$ cat src/rtl/pipelined_barrel_shifter_if.sv
// Valid/ready transfer bundle for the pipelined barrel shifter.
// The master side drives operands and accepts results; the slave side is the shifter.
interface pipelined_barrel_shifter_if #(
   parameter int DATA_SIZE = 8
);
   localparam int LOG2 = $clog2(DATA_SIZE);

   logic                 in_valid;
   logic                 in_ready;
   logic [DATA_SIZE-1:0] data_in;
   logic [LOG2-1:0]      select;
   logic [2:0]           mode;
   logic                 out_valid;
   logic                 out_ready;
   logic [DATA_SIZE-1:0] data_out;

   modport master (
      output in_valid, data_in, select, mode, out_ready,
      input  in_ready, out_valid, data_out
   );

   modport slave (
      input  in_valid, data_in, select, mode, out_ready,
      output in_ready, out_valid, data_out
   );
endinterface

$ cat src/rtl/pipelined_barrel_shifter.sv
// Run-time mode barrel shifter (SLL/SRL/SRA/ROL/ROR/pass) with its shift levels
// spread over PIPE_STAGES valid/ready register stages.
module pipelined_barrel_shifter #(
   parameter int DATA_SIZE   = 8,
   parameter int PIPE_STAGES = 3
) (
   input logic                     clk,
   input logic                     rst,
   pipelined_barrel_shifter_if.slave bus
);
   localparam int LOG2 = $clog2(DATA_SIZE);
   localparam int BASE = LOG2 / PIPE_STAGES;
   localparam int REM  = LOG2 % PIPE_STAGES;

   localparam logic [2:0] MODE_SLL = 3'b000;
   localparam logic [2:0] MODE_SRL = 3'b001;
   localparam logic [2:0] MODE_SRA = 3'b010;
   localparam logic [2:0] MODE_ROL = 3'b011;
   localparam logic [2:0] MODE_ROR = 3'b100;

   logic [PIPE_STAGES-1:0] valid_q;
   logic [PIPE_STAGES-1:0] advance;
   logic [PIPE_STAGES-1:0] load;
   logic [DATA_SIZE-1:0]   data_q   [PIPE_STAGES];
   logic [DATA_SIZE-1:0]   data_nxt [PIPE_STAGES];
   logic [LOG2-1:0]        sel_q    [PIPE_STAGES];
   logic [2:0]             mode_q   [PIPE_STAGES];

   // Stages are filled low-to-high; the first REM stages carry one extra level.
   function automatic int first_level(input int s);
      return s * BASE + ((s < REM) ? s : REM);
   endfunction

   function automatic int num_levels(input int s);
      return BASE + ((s < REM) ? 1 : 0);
   endfunction

   function automatic logic [DATA_SIZE-1:0] shift_level(
      input logic [DATA_SIZE-1:0] x,
      input logic [2:0]           m,
      input int                   amt
   );
      case (m)
         MODE_SLL: return x << amt;
         MODE_SRL: return x >> amt;
         MODE_SRA: return DATA_SIZE'($signed(x) >>> amt);
         MODE_ROL: return (x << amt) | (x >> (DATA_SIZE - amt));
         MODE_ROR: return (x >> amt) | (x << (DATA_SIZE - amt));
         default:  return x;
      endcase
   endfunction

   function automatic logic [DATA_SIZE-1:0] apply_stage(
      input logic [DATA_SIZE-1:0] x,
      input logic [LOG2-1:0]      sel,
      input logic [2:0]           m,
      input int                   s
   );
      logic [DATA_SIZE-1:0] r;
      r = x;
      for (int k = 0; k < LOG2; k++) begin
         if (k >= first_level(s) && k < first_level(s) + num_levels(s) && sel[k])
            r = shift_level(r, m, 1 << k);
      end
      return r;
   endfunction

   // room: some later stage is empty, or the output is being taken this cycle.
   always_comb begin
      logic room;
      room    = bus.out_ready;
      advance = '0;
      load    = '0;
      for (int s = PIPE_STAGES - 1; s >= 0; s--) begin
         advance[s] = valid_q[s] && room;
         room       = room || !valid_q[s];
         load[s]    = room;
      end
   end

   always_comb begin
      data_nxt[0] = apply_stage(bus.data_in, bus.select, bus.mode, 0);
      for (int s = 1; s < PIPE_STAGES; s++)
         data_nxt[s] = apply_stage(data_q[s-1], sel_q[s-1], mode_q[s-1], s);
   end

   always_ff @(posedge clk or negedge rst) begin
      if (!rst) begin
         valid_q <= '0;
         for (int s = 0; s < PIPE_STAGES; s++) begin
            data_q[s] <= '0;
            sel_q[s]  <= '0;
            mode_q[s] <= '0;
         end
      end else begin
         if (load[0]) begin
            valid_q[0] <= bus.in_valid;
            if (bus.in_valid) begin
               data_q[0] <= data_nxt[0];
               sel_q[0]  <= bus.select;
               mode_q[0] <= bus.mode;
            end
         end
         for (int s = 1; s < PIPE_STAGES; s++) begin
            if (load[s]) begin
               valid_q[s] <= advance[s-1];
               if (advance[s-1]) begin
                  data_q[s] <= data_nxt[s];
                  sel_q[s]  <= sel_q[s-1];
                  mode_q[s] <= mode_q[s-1];
               end
            end
         end
      end
   end

   assign bus.in_ready  = load[0];
   assign bus.out_valid = valid_q[PIPE_STAGES-1];
   assign bus.data_out  = data_q[PIPE_STAGES-1];
endmodule
$ cat src/flat_wrapper.sv
// flat-port wrapper written by rule: the top's interface ports become plain ports
module pipelined_barrel_shifter_flat 
#(
   parameter int DATA_SIZE   = 8,
   parameter int PIPE_STAGES = 3
)
  (clk, rst, bus_in_valid, bus_data_in, bus_select, bus_mode, bus_out_ready, bus_in_ready, bus_out_valid, bus_data_out);
  pipelined_barrel_shifter_if #(.DATA_SIZE(DATA_SIZE)) bus_i ();
  input logic clk;
  input logic rst;
  input wire logic [$bits(bus_i.in_valid)-1:0] bus_in_valid;
  input wire logic [$bits(bus_i.data_in)-1:0] bus_data_in;
  input wire logic [$bits(bus_i.select)-1:0] bus_select;
  input wire logic [$bits(bus_i.mode)-1:0] bus_mode;
  input wire logic [$bits(bus_i.out_ready)-1:0] bus_out_ready;
  output wire logic [$bits(bus_i.in_ready)-1:0] bus_in_ready;
  output wire logic [$bits(bus_i.out_valid)-1:0] bus_out_valid;
  output wire logic [$bits(bus_i.data_out)-1:0] bus_data_out;
  assign bus_i.in_valid = bus_in_valid;
  assign bus_i.data_in = bus_data_in;
  assign bus_i.select = bus_select;
  assign bus_i.mode = bus_mode;
  assign bus_i.out_ready = bus_out_ready;
  assign bus_in_ready = bus_i.in_ready;
  assign bus_out_valid = bus_i.out_valid;
  assign bus_data_out = bus_i.data_out;
  pipelined_barrel_shifter #(.DATA_SIZE(DATA_SIZE), .PIPE_STAGES(PIPE_STAGES)) u_core (.clk(clk), .rst(rst), .bus(bus_i));
endmodule
$ cat config.mk
export PLATFORM = sky130hd
export DESIGN_NAME = pipelined_barrel_shifter_flat
export DESIGN_NICKNAME = d
export VERILOG_FILES = /design/src/rtl/pipelined_barrel_shifter_if.sv /design/src/rtl/pipelined_barrel_shifter.sv /design/src/flat_wrapper.sv
export SDC_FILE = /design/constraint.sdc
export NUM_CORES = 1
export LEC_CHECK = 0
export BUFFER_PORTS_ARGS = -buffer_cell sky130_fd_sc_hd__buf_2
export CELL_PAD_IN_SITES_DETAIL_PLACEMENT = 1
export CELL_PAD_IN_SITES_GLOBAL_PLACEMENT = 1
export CORE_UTILIZATION = 35
export CTS_BUF_LIST = sky130_fd_sc_hd__clkbuf_8 sky130_fd_sc_hd__clkbuf_16
export DETAILED_ROUTE_END_ITERATION = 10
export PLACE_DENSITY_LB_ADDON = 0.1
export SLEW_MARGIN = 20
export SYNTH_ARGS = -nofsm -noshare
export SYNTH_HDL_FRONTEND = slang
export SYNTH_SLANG_ARGS = --single-unit
$ cat constraint.sdc
create_clock -name clk -period 3.9 [get_ports clk]
set_clock_uncertainty 0.2 [all_clocks]
set_input_delay 0.39 -clock clk [delete_from_list [all_inputs] [get_ports clk]]
set_output_delay 0.39 -clock clk [all_outputs]
set_load 0.01 [all_outputs]
==> results by group, run 1 <==
Run status
  • Status: finished with violations
  • Failing checks: DRC, hold timing

Timing
  • Slew Limit Fails: 0
  • Slew margin rel.: 44.0%
  • Final Hold Viols: 1
  • RSZ-0062 raised after global routing: no
  • Max Clock Freq: 518 MHz
  • Fin crit period: 1.93 ns
  • Least-Margin Pin Slew: 0.840 ns
  • Setup Total Neg Slack: 0 ns
  • Final Hold Slack: -0.000790 ns
  • Fin crit share: 49.5%
  • Final-report setup violation count: 0

Yosys
  • Number of flops mapped to enable cells by yosys: 0
  • Top_reg_cell synth: dfrtp_1
  • Post-synthesis async set-or-reset flop share: 100%
  • Largest cells by area after synthesis: dfrtp_1 38%, nand2_1 5.9%, a21oi_1 4.5%
  • Area of the mapped netlist: 0.00235 sq mm
  • Post-synth top area share: 38.3%
  • Synth warn: 0
  • Syn_area_per_cell: 8.77 sq um
  • Area leader, netlist: dfrtp_1
  • Post-Syn Instances: 268
  • Post-synthesis sequential area ratio: 38.3%
  • Syn_nets: 286
  • Yosys reg bits: 36
  • Yosys cell types: 43

Power
  • Leak Pwr: 0.00107 uW
  • Final Power: 1300 uW
  • VDD IR max: 0.000170 V
  • Power per cell area: 515 mW/mm^2

Global route
  • GR peak layer: met2
  • Met3 Use GR: 3.26%
  • Met2 usage: 29.7%
  • M1 GR Usage: 25.2%
  • All-Layer GR Usage: 18.1%
  • Initial antenna violation count: 0
  • Largest net degree at the start of global routing: 37
  • GRT overflow: 0
  • Vias in the first global route: 1,961
  • Global-route wire length before repair: 10,200 um

Setup path
  • Crit end category: flip-flop
  • CP Class: flip-flop to flip-flop
  • FF-to-FF setup slack: 1.97 ns
  • Origin of the critical flop-to-flop path: u_core.valid_q[1]$_DFFE_PN0P_
  • WP data arrival: 1.90 ns
  • Critical path fanouts, max: 22
  • R2r endpoint: u_core.mode_q[8]$_DFFE_PN0P_
  • Worst-path cell chain: nand4b_1, nand2_1, mux2_2
  • Worst path slowest cell: nand2_1
  • Startpoint types: flip-flop
  • Crit path required time: 3.87 ns
  • Worst reg2reg path depth: 3
  • Crit-path max cell delay: 0.64 ns

Min path
  • Min-delay worst type: primary input to async pin

Clock network
  • Depth of the CTS H-tree: 2
  • Setup bufs post-CTS: 0
  • CTS tree: built
  • Root buffer cell: clkbuf_8
  • Clk buf depth: 2
  • CTS clk-pin slew, worst paths: 0.07 ns
  • Total CTS buffers: 5
  • Hold buffer count at CTS: 0
  • Post-CTS sizing: 0
  • Clock Sink Count: 36
  • Clock Latency Late Sink: 0.29 ns

Floorplanning
  • Starting Density: 36.6%
  • Die area: 0.00705 sq mm
  • Die Y: 83.9 um
  • Rows: 29
  • Core area: 0.00642 sq mm
  • Io pins: 28
  • Die W: 83.9 um

Placement
  • Port buffer count: 27
  • Gp weighted congestion: 0.753
  • Post-DP HPWL: 4350 um

Final layout
  • Filler cells: 777
  • Total Nets Final: 294
  • Layout area overhead: 7.24%
  • Share of cells above drive strength 1: 19.9%
  • N_diodes: 0

Drt
  • Post-route DRC: 1
  • Final WL: 5840 um
  • Via count: 1,937
  • Vias/cell: 5.47
  • Drt pass-1 iters: 7
  • Wire length per cell: 16.5 um
  • Iteration-0 DRC Markers: 69
  • Post-DRT Antenna Nets: 0

Run
  • Max Cap Viol: 0
[cell usage in the layout, fill, tap and decap left out, types with 3 or more instances in the layout]
master and count:
a22oi_1 6, and3_1 5, mux2_2 7, buf_2 27
nand2_1 37, nor2b_1 6, o31ai_1 4, nor2_1 23
a22o_1 7, mux2i_1 3, clkbuf_8 5, o21ai_1 13
dfrtp_1 36, o22ai_1 5, o21ai_0 11, a32o_1 3
nor4b_1 4, or2_2 4, inv_1 3, a21oi_1 21
nand3_1 5, o41ai_2 4, nand2b_1 12
[flip-flops by register name, summed over array words and instances (netlist names)]
name	cells
u_core.bus.data_out	8
u_core.sel_q	3
u_core.mode_q	6
u_core.data_q	16
u_core.valid_q	3
[layout make-up]
class	count	area, sq um	share of cell area (%)
multi-input cells	203	1290	51.1
flip-flops and latches	36	901	35.7
repair buffers	27	135	5.36
well taps	77	96.3	3.82
clock buffers	5	68.8	2.73
clock inverters	3	18.8	0.745
inverters	3	11.3	0.447
[worst max-delay path, delay by kind of cell, from the launching register on]
kind | cells | cell delay, ns
flip-flops | 1 | 0.40
AND/OR/NAND/NOR | 2 | 0.80
multiplexers | 1 | 0.41
[logic make-up (layout without fill, tap and decap cells)]
group	count (synthesis)	after routing	share of synthesized area (%)
xor gates and xnor gates	3	3	3.04
adders and majority gates	2	2	0.852
buffers and inverters	29	38	6.82
AOI/OAI and AO/OA	84	84	24.3
DFF	36	36	38.3
and+or+nand+nor	104	104	22.0
muxes	10	10	4.63
[worst max path at each step]
stage / start / endpoint / slack (ns) / cells after the start
after floorplan: bus_out_ready / u_core.mode_q[7]$_DFFE_PN0P_ / 2.19 / 4
after global placement: bus_out_ready / u_core.mode_q[8]$_DFFE_PN0P_ / 1.82 / 4
after detailed placement: bus_out_ready / u_core.mode_q[8]$_DFFE_PN0P_ / 1.77 / 4
after CTS: u_core.valid_q[1]$_DFFE_PN0P_ / u_core.mode_q[8]$_DFFE_PN0P_ / 1.92 / 3
after global routing: u_core.valid_q[1]$_DFFE_PN0P_ / u_core.data_q[21]$_DFFE_PN0P_ / 1.75 / 4
final: u_core.valid_q[1]$_DFFE_PN0P_ / u_core.mode_q[8]$_DFFE_PN0P_ / 1.97 / 3
[per-layer routing]
metal	share of wire, %	wire (um)
met5	0	0
met4	0.27	16
met1	50	2900
met2	47	2760
met3	2.8	165
[where the power goes]
group | switching [uW] | internal [uW]
Clock | 140 | 125
Sequential | 129 | 472
Combinational | 222 | 211
[stage by stage]
step	utilization, %	cells	worst slack [ns]	instance area, sq um
6_report	39.2	354	1.97	2520
5_1_grt	39.2	354	1.75	2520
4_1_cts	39.2	354	1.92	2520
3_5_place_dp	37.9	346	1.77	2430
3_3_place_gp	37.9	346	1.82	2430
2_1_floorplan	-	268	2.19	2350
[cell usage after synthesis, types with 2 or more instances]
library cell / instances
mux2_2: 7
nand3_1: 5
nor4b_1: 4
o41ai_2: 4
and3_1: 5
a22o_1: 7
nand2_1: 37
a22oi_1: 6
clkbuf_1: 8
maj3_1: 2
o22a_1: 2
or2_2: 4
mux2i_1: 3
buf_4: 9
o22ai_1: 5
o31ai_1: 4
nand4b_1: 2
a21oi_1: 21
nand3b_1: 2
inv_1: 3
o21ai_0: 11
a32o_1: 3
o21ai_1: 13
nand2b_1: 12
buf_2: 8
nor2b_1: 6
nor2_1: 23
a211oi_1: 2
dfrtp_1: 36
No activity file was read; power rests on OpenSTA's default activity.
==> run 2: changes to the inputs <==
==> constraint.sdc (replaced) <==
create_clock -name clk -period 1.8 [get_ports clk]
set_clock_uncertainty 0.2 [all_clocks]
set_input_delay 0.18 -clock clk [delete_from_list [all_inputs] [get_ports clk]]
set_output_delay 0.18 -clock clk [all_outputs]
set_load 0.01 [all_outputs]
==> run 2 against run 1 <==
The flow finishes with violations (DRC); highest routed layer unchanged; core utilization is 3.0 points higher; die area unchanged; hold slack improved by 0.042 ns; clock power is 120% higher; count of clock-buffer cells in the layout unchanged; critical path type is now primary input to flip-flop; register-to-register slack worse by 1.9 ns; routed wire length grew 5.8%; global-route usage up 0.36 points; via count grew 6.7%; critical path depth is 3 higher.
==> results by group, run 2 (same netlist as run 1, synthesis figures left out) <==
Run status
  • Status: finished with violations
  • Failing checks: DRC

Clock network
  • CTS clk-pin slew, worst paths: 0.08 ns (about the same)
  • Depth of the CTS H-tree: 2 (unchanged)
  • Clock Sink Count: 36 (unchanged)
  • CTS tree: built
  • Clock Latency Late Sink: 0.29 ns (about the same)
  • Total CTS buffers: 5 (unchanged)
  • Clk buf depth: 2 (unchanged)
  • Root buffer cell: clkbuf_8

Final layout
  • Commonest cells after routing, fill and taps aside: 35 x nand2_1, 34 x dfrtp_1, 27 x buf_2
  • Filler cells: 772 (-0.64%)
  • Largest register FFs: 16 (unchanged)
  • Most common library cell in the layout ignoring fill and taps: nand2_1
  • Top reg by flops: u_core.data_q
  • Layout area overhead: 15.3%
  • Post-route cell area: 0.00271 sq mm (+7.5%)
  • Total Nets Final: 314 (+6.8%)
  • N_diodes: 0 (unchanged)
  • Share of cells above drive strength 1: 24.9% (+5.1 points)

Drt
  • Final WL: 6180 um (+5.8%)
  • Vias/cell: 5.53 (+1.0%)
  • Via count: 2,067 (+6.7%)
  • Wire length per cell: 16.5 um (+0.11%)
  • Post-route DRC: 1 (unchanged)
  • Drt pass-1 iters: 7 (unchanged)
  • Iteration-0 DRC Markers: 82 (+19%)
  • Post-DRT Antenna Nets: 0 (unchanged)

Run
  • Max Cap Viol: 0 (unchanged)

Power
  • Seq pwr share: 43.7% (-2.6 points)
  • Final Power: 2940 uW (+130%)
  • Clock power frac: 19.8% (-0.6 points)
  • Leak Pwr: 0.00118 uW (+9.8%)
  • Internal: 1830 uW (+130%)
  • Logic pwr share: 36.5% (+3.2 points)
  • Power per cell area: 1090 mW/mm^2 (+110%)
  • Net Sw Frac: 37.7% (-0.11 points)
  • VDD IR max: 0.000346 V (+100%)
  • Switch Pwr: 1110 uW (+130%)

Floorplanning
  • Starting Density: 36.6% (unchanged)
  • Rows: 29 (unchanged)
  • Die Y: 83.9 um (unchanged)
  • Die W: 83.9 um (unchanged)
  • Io pins: 28 (unchanged)
  • Core area: 0.00642 sq mm (unchanged)
  • Die area: 0.00705 sq mm (unchanged)

Setup path
  • Crit end category: flip-flop
  • Startpoint types: primary input
  • Worst reg2reg path depth: 4 (+1)
  • Crit path required time: 1.79 ns (-2.08 ns)
  • CP Class: primary input to flip-flop
  • WP data arrival: 1.72 ns (-0.18 ns)
  • Critical path fanouts, max: 22 (unchanged)
  • FF-to-FF setup slack: 0.11 ns (-1.86 ns)

Timing
  • Slew Limit Fails: 0 (unchanged)
  • Slew margin rel.: 68.4% (+24 points)
  • Fin crit period: 1.73 ns
  • Final Hold Slack: 0.0412 ns (+0.0420 ns)
  • Max Clock Freq: 578 MHz
  • Least-Margin Pin Slew: 0.474 ns (-0.366 ns)
  • Final Hold Viols: 0 (-1)
  • Final worst setup slack: 0.0694 ns (-1.90 ns)
  • Final-report setup violation count: 0 (unchanged)
  • Setup Total Neg Slack: 0 ns (unchanged)
  • Fin crit share: 96.1%
  • RSZ-0062 raised after global routing: yes

Global route
  • Global-route wire length before repair: 10,400 um (+1.6%)
  • Initial antenna violation count: 0 (unchanged)
  • GRT overflow: 0 (unchanged)
  • All-Layer GR Usage: 18.5% (+0.36 points)
  • Largest net degree at the start of global routing: 37 (unchanged)
  • Vias in the first global route: 2,087 (+6.4%)

Placement
  • Port buffer count: 27 (unchanged)
  • Cell Area, Placed: 0.00255 sq mm (+4.8%)
  • Post-DP HPWL: 4610 um (+5.9%)
  • Worst slack, placed: 0.0956 ns (-1.67 ns)
  • Gp weighted congestion: 0.797 (+5.7%)

Min path
  • Hold path depth: 3
  • Min-delay worst type: primary input to flip-flop
[run 2: cell types whose count changed in the layout (fill, tap and decap cells not counted)]
cell | previous run | this run
dlygate4sd3_1 | 0 | 5
mux2_4 | 0 | 2
mux2_2 | 7 | 5
buf_12 | 0 | 1
dfrtp_2 | 0 | 2
nand2_2 | 0 | 2
nand2_1 | 37 | 35
buf_4 | 0 | 14
dfrtp_1 | 36 | 34
[run 2: path summary, 6_finish.rpt]
path	from	endpoint
max in group asynchronous	rst	u_core.mode_q[7]$_DFFE_PN0P_
min	bus_data_in[3]	u_core.data_q[18]$_DFFE_PN0P_
min in group asynchronous	rst	u_core.bus.data_out[7]$_DFFE_PN0P_
min reg2reg	u_core.bus.data_out[3]$_DFFE_PN0P_	u_core.bus.data_out[3]$_DFFE_PN0P_
max	bus_out_ready	u_core.mode_q[8]$_DFFE_PN0P_
max reg2reg	u_core.mode_q[3]$_DFFE_PN0P_	u_core.bus.data_out[6]$_DFFE_PN0P_
[run 2: cell type report]
class,instances,area (sq um),area share [%]
inverter,3,11.3,0.416
clock inverter,3,18.8,0.693
clock buffer,5,68.8,2.54
sequential,36,903,33.3
timing repair buffer,47,310,11.4
tap,77,96.3,3.55
multi-input combinational,203,1300,48.0
[run 2: timing repair]
| action | 4_1_cts | 5_1_grt |
|---|---|---|
| hold buffers | 5 | 0 |
| endpoints found under the hold margin | 41 | 0 |
| setup endpoints to repair | 0 | 14 |
| setup buffers | 0 | 1 |
| gates resized for setup | 0 | 6 |
[run 2: metrics by stage]
stage                     util, %  instances
after floorplan                 -        268
after global placement       39.7        360
after detailed placement     39.7        360
after CTS                    41.8        373
after global routing         42.2        374
final                        42.2        374
[run 2: per-layer routing]
layer | up-vias | share of wire, % | GRT usage [%]
met5 | - | 0 | 0
met4 | 0 | 1.4 | 4.70
met3 | 11 | 1.9 | 2.67
met2 | 30 | 46 | 30.4
met1 | 1008 | 51 | 25.4
li1 | 1018 | - | -
[run 2: power groups by stage]
stage / clock, uW / sequential, uW / combinational, uW
after CTS: 604 / 1280 / 1070
after global placement: 0 / 1290 / 1050
after detailed placement: 0 / 1300 / 1060
after floorplan: 0 / 1170 / 892
final: 582 / 1290 / 1070
after global routing: 633 / 1320 / 1200
[run 2: critical path, stage by stage]
cell	delay, ns
dlygate4sd3_1	0.52
buf_2	0.13
nand4b_1	0.24
nand2_2	0.13
buf_12	0.17
mux2_2	0.34
==> run 3: changes to the inputs <==
--- a/config.mk
+++ b/config.mk
@@ -5,12 +5,15 @@
 export SDC_FILE = /design/constraint.sdc
 export NUM_CORES = 1
 export LEC_CHECK = 0
+export ABC_AREA = 1
+export ABC_CLOCK_PERIOD_IN_PS = 1800
 export BUFFER_PORTS_ARGS = -buffer_cell sky130_fd_sc_hd__buf_2
 export CELL_PAD_IN_SITES_DETAIL_PLACEMENT = 1
 export CELL_PAD_IN_SITES_GLOBAL_PLACEMENT = 1
 export CORE_UTILIZATION = 35
 export CTS_BUF_LIST = sky130_fd_sc_hd__clkbuf_8 sky130_fd_sc_hd__clkbuf_16
 export DETAILED_ROUTE_END_ITERATION = 10
+export GPL_TIMING_DRIVEN = 1
 export PLACE_DENSITY_LB_ADDON = 0.1
 export SLEW_MARGIN = 20
 export SYNTH_ARGS = -nofsm -noshare
==> run 3 against run 2 <==
The flow now finishes without violations; first-iteration DRC count decreased by 1.2%; sequential cell count unchanged; final area decreased by 11%; combinational power increased by 11%; clock power increased by 7.0%; critical endpoint is now bus_in_ready.
==> results by group, run 3 <==
Run status
  • Status: completed

Floorplanning
  • Die area: 0.00631 sq mm (-11%)
  • Die W: 79.4 um (-5.4%)
  • Io pins: 28 (unchanged)
  • Die Y: 79.4 um (-5.4%)
  • Starting Density: 37.2% (+0.58 points)
  • Rows: 27 (-6.9%)
  • Core area: 0.00564 sq mm (-12%)

Setup path
  • Worst Setup SP: bus_out_ready
  • FF-to-FF setup slack: 0.19 ns (+0.08 ns)
  • R2r endpoint: u_core.bus.data_out[4]$_DFFE_PN0P_
  • Critical path fanouts, max: 3 (-86%)
  • CP Depth: 5 (-1)
  • WP data arrival: 1.34 ns (-0.38 ns)
  • Worst reg2reg path depth: 8 (+4)
  • CP bufs+invs: 3 (unchanged)
  • Worst-path cell chain: dlygate4sd3_1, buf_2, nor2_1, nand3_2, buf_2
  • CP Class: primary input to primary output
  • Worst path slowest cell: dlygate4sd3_1
  • Origin of the critical flop-to-flop path: u_core.mode_q[3]$_DFFE_PN0P_
  • Delay-heaviest family, CP: buffers and inverters
  • Crit end category: primary output
  • Worst setup path endpoint: bus_in_ready
  • Crit path required time: 1.42 ns (-0.37 ns)
  • Crit-path max cell delay: 0.53 ns (about the same)
  • Startpoint types: primary input
  • CP dominant cell by count: buf_2

Timing
  • Fin crit period: 1.72 ns (-0.00943 ns)
  • Max Clock Freq: 581 MHz (+0.55%)
  • RSZ-0062 raised after global routing: no
  • Final Hold Viols: 0 (unchanged)
  • Final worst setup slack: 0.0788 ns (+0.00943 ns)
  • Final Hold Slack: 0.0274 ns (-0.0138 ns)
  • Slew Limit Fails: 0 (unchanged)
  • Slew margin rel.: 72.2% (+3.7 points)
  • Least-Margin Pin Slew: 0.418 ns (-0.0561 ns)
  • Setup Total Neg Slack: 0 ns (unchanged)
  • Fin crit share: 95.6% (-0.52 points)
  • Final-report setup violation count: 0 (unchanged)

Placement
  • Worst slack, placed: 0.191 ns (+0.0954 ns)
  • Port buffer count: 27 (unchanged)
  • Post-DP HPWL: 3960 um (-14%)
  • Gp weighted congestion: 0.752 (-5.6%)

Power
  • Power per cell area: 1290 mW/mm^2 (+18%)
  • VDD IR max: 0.000551 V (+59%)
  • Final Power: 3090 uW (+5.2%)
  • Leak Pwr: 0.00126 uW (+7.0%)

Global route
  • Initial antenna violation count: 0 (unchanged)
  • GRT overflow: 0 (unchanged)
  • Largest net degree at the start of global routing: 26 (-30%)
  • All-Layer GR Usage: 18.8% (+0.28 points)
  • Global-route wire length before repair: 9140 um (-12%)
  • Vias in the first global route: 2,001 (-4.1%)

Yosys
  • Post-Syn Instances: 301 (+12%)
  • Count leader, synth: nand2_1
  • Yosys reg bits: 36 (unchanged)
  • Post-synthesis sequential area ratio: 43.0% (+4.6 points)
  • Synth warn: 0 (unchanged)
  • Yosys cell types: 20 (-53%)
  • Syn_area_per_cell: 6.97 sq um (-21%)
  • Top_reg_cell synth: dfrtp_1
  • Syn_nets: 319 (+12%)
  • Post-synthesis async set-or-reset flop share: 100% (unchanged)
  • Area of the mapped netlist: 0.00210 sq mm (-11%)
  • Post-synth top area share: 43.0% (+4.6 points)
  • Area leader, netlist: dfrtp_1
  • Largest cells by area after synthesis: dfrtp_1 43%, nand2_1 23%, nor2_1 6.6%
  • Number of flops mapped to enable cells by yosys: 0 (unchanged)
  • Commonest cells in the netlist: 126 x nand2_1, 37 x nor2_1, 36 x dfrtp_1

Clock network
  • CTS clk-pin slew, worst paths: 0.07 ns (about the same)
  • Total CTS buffers: 5 (unchanged)
  • Clk buf depth: 2 (unchanged)
  • CTS tree: built
  • Depth of the CTS H-tree: 2 (unchanged)
  • Root buffer cell: clkbuf_8
  • Clock Sink Count: 36 (unchanged)
  • Clock Latency Late Sink: 0.29 ns (about the same)

Drt
  • Drt pass-1 iters: 4 (-3)
  • Wire length per cell: 12.8 um (-22%)
  • Post-DRT Antenna Nets: 0 (unchanged)
  • Vias/cell: 4.84 (-12%)
  • Iteration-0 DRC Markers: 81 (-1.2%)
  • Post-route DRC: 0 (-1)
  • Via count: 1,940 (-6.1%)
  • Final WL: 5150 um (-17%)

Final layout
  • Most common library cell in the layout ignoring fill and taps: nand2_1
  • Commonest cells after routing, fill and taps aside: 126 x nand2_1, 37 x nor2_1, 36 x dfrtp_1
  • Filler cells: 722 (-6.5%)
  • Share of cells above drive strength 1: 15.5% (-9.4 points)
  • Total Nets Final: 347 (+11%)
  • Layout area overhead: 14.7%
  • N_diodes: 0 (unchanged)
  • Top reg by flops: u_core.data_q
  • Largest register FFs: 16 (unchanged)

Min path
  • Min-delay worst type: primary input to flip-flop

Run
  • Max Cap Viol: 0 (unchanged)
==> run 3: worst min path at each step <==
| stage | end | cells after the start | startpoint | slack [ns] |
|---|---|---|---|---|
| after floorplan | u_core.bus.data_out[0]$_DFFE_PN0P_ | 0 | rst | -0.32 |
| after global placement | u_core.mode_q[6]$_DFFE_PN0P_ | 1 | rst | -0.06 |
| after detailed placement | u_core.mode_q[6]$_DFFE_PN0P_ | 1 | rst | -0.06 |
| after CTS | u_core.data_q[23]$_DFFE_PN0P_ | 3 | bus_data_in[7] | 0.02 |
| after global routing | u_core.data_q[18]$_DFFE_PN0P_ | 5 | bus_data_in[3] | 0.02 |
| final | u_core.data_q[17]$_DFFE_PN0P_ | 5 | bus_data_in[2] | 0.03 |
==> run 3: kinds of logic (layout without fill, tap and decap cells) <==
| kind of cell | Yosys count | in the layout | share of synthesized area (%) |
|---|---|---|---|
| flops | 36 | 36 | 43.0 |
| compound gates | 33 | 33 | 9.07 |
| simple gates | 195 | 195 | 38.7 |
| buf+inv | 37 | 65 | 9.31 |
==> run 3: per-stage QoR <==
stage                     std cells  util [%]  cell area (sq um)
final                           401      42.6               2410
after global routing            401      42.6               2410
after CTS                       401      42.5               2400
after detailed placement        390      40.1               2260
after global placement          390      40.1               2260
after floorplan                 301         -               2100
==> run 3: worst register-to-register path: cells and delay by family, from the launching register on <==
family                 cells  cell delay (ns)
buffers and inverters      2             0.20
AND/OR/NAND/NOR            5             0.43
flip-flops                 1             0.40
AO/OA/AOI/OAI              1             0.27
==> run 3: routing by layer <==
layer	vias up	part of all wire, %	global-route usage [%]
met5	-	0	0
met4	0	1.4	6.55
met3	6	2.2	3.77
met2	20	43	29.2
met1	918	53	25.8
li1	996	-	-
==> run 3: timing repair <==
item / 4_1_cts / 5_1_grt
buffers inserted: 0 / 0
hold buffers: 4 / 0
endpoints found under the setup margin: 0 / 19
gates resized for setup: 0 / 2
hold endpoints to repair: 39 / 0
==> run 3: report_power, final <==
part	internal [uW]	switching, uW
Sequential	1080	211
Combinational	428	757
Clock	341	282
==> run 3: layout make-up <==
class / count / area [sq um] / share of cell area [%]
flip-flops and latches: 36 / 901 / 37.4
clock buffers: 7 / 96.3 / 4.00
well taps: 72 / 90.1 / 3.74
inverters: 22 / 82.6 / 3.43
repair buffers: 36 / 225 / 9.36
multi-input cells: 228 / 1010 / 42.0
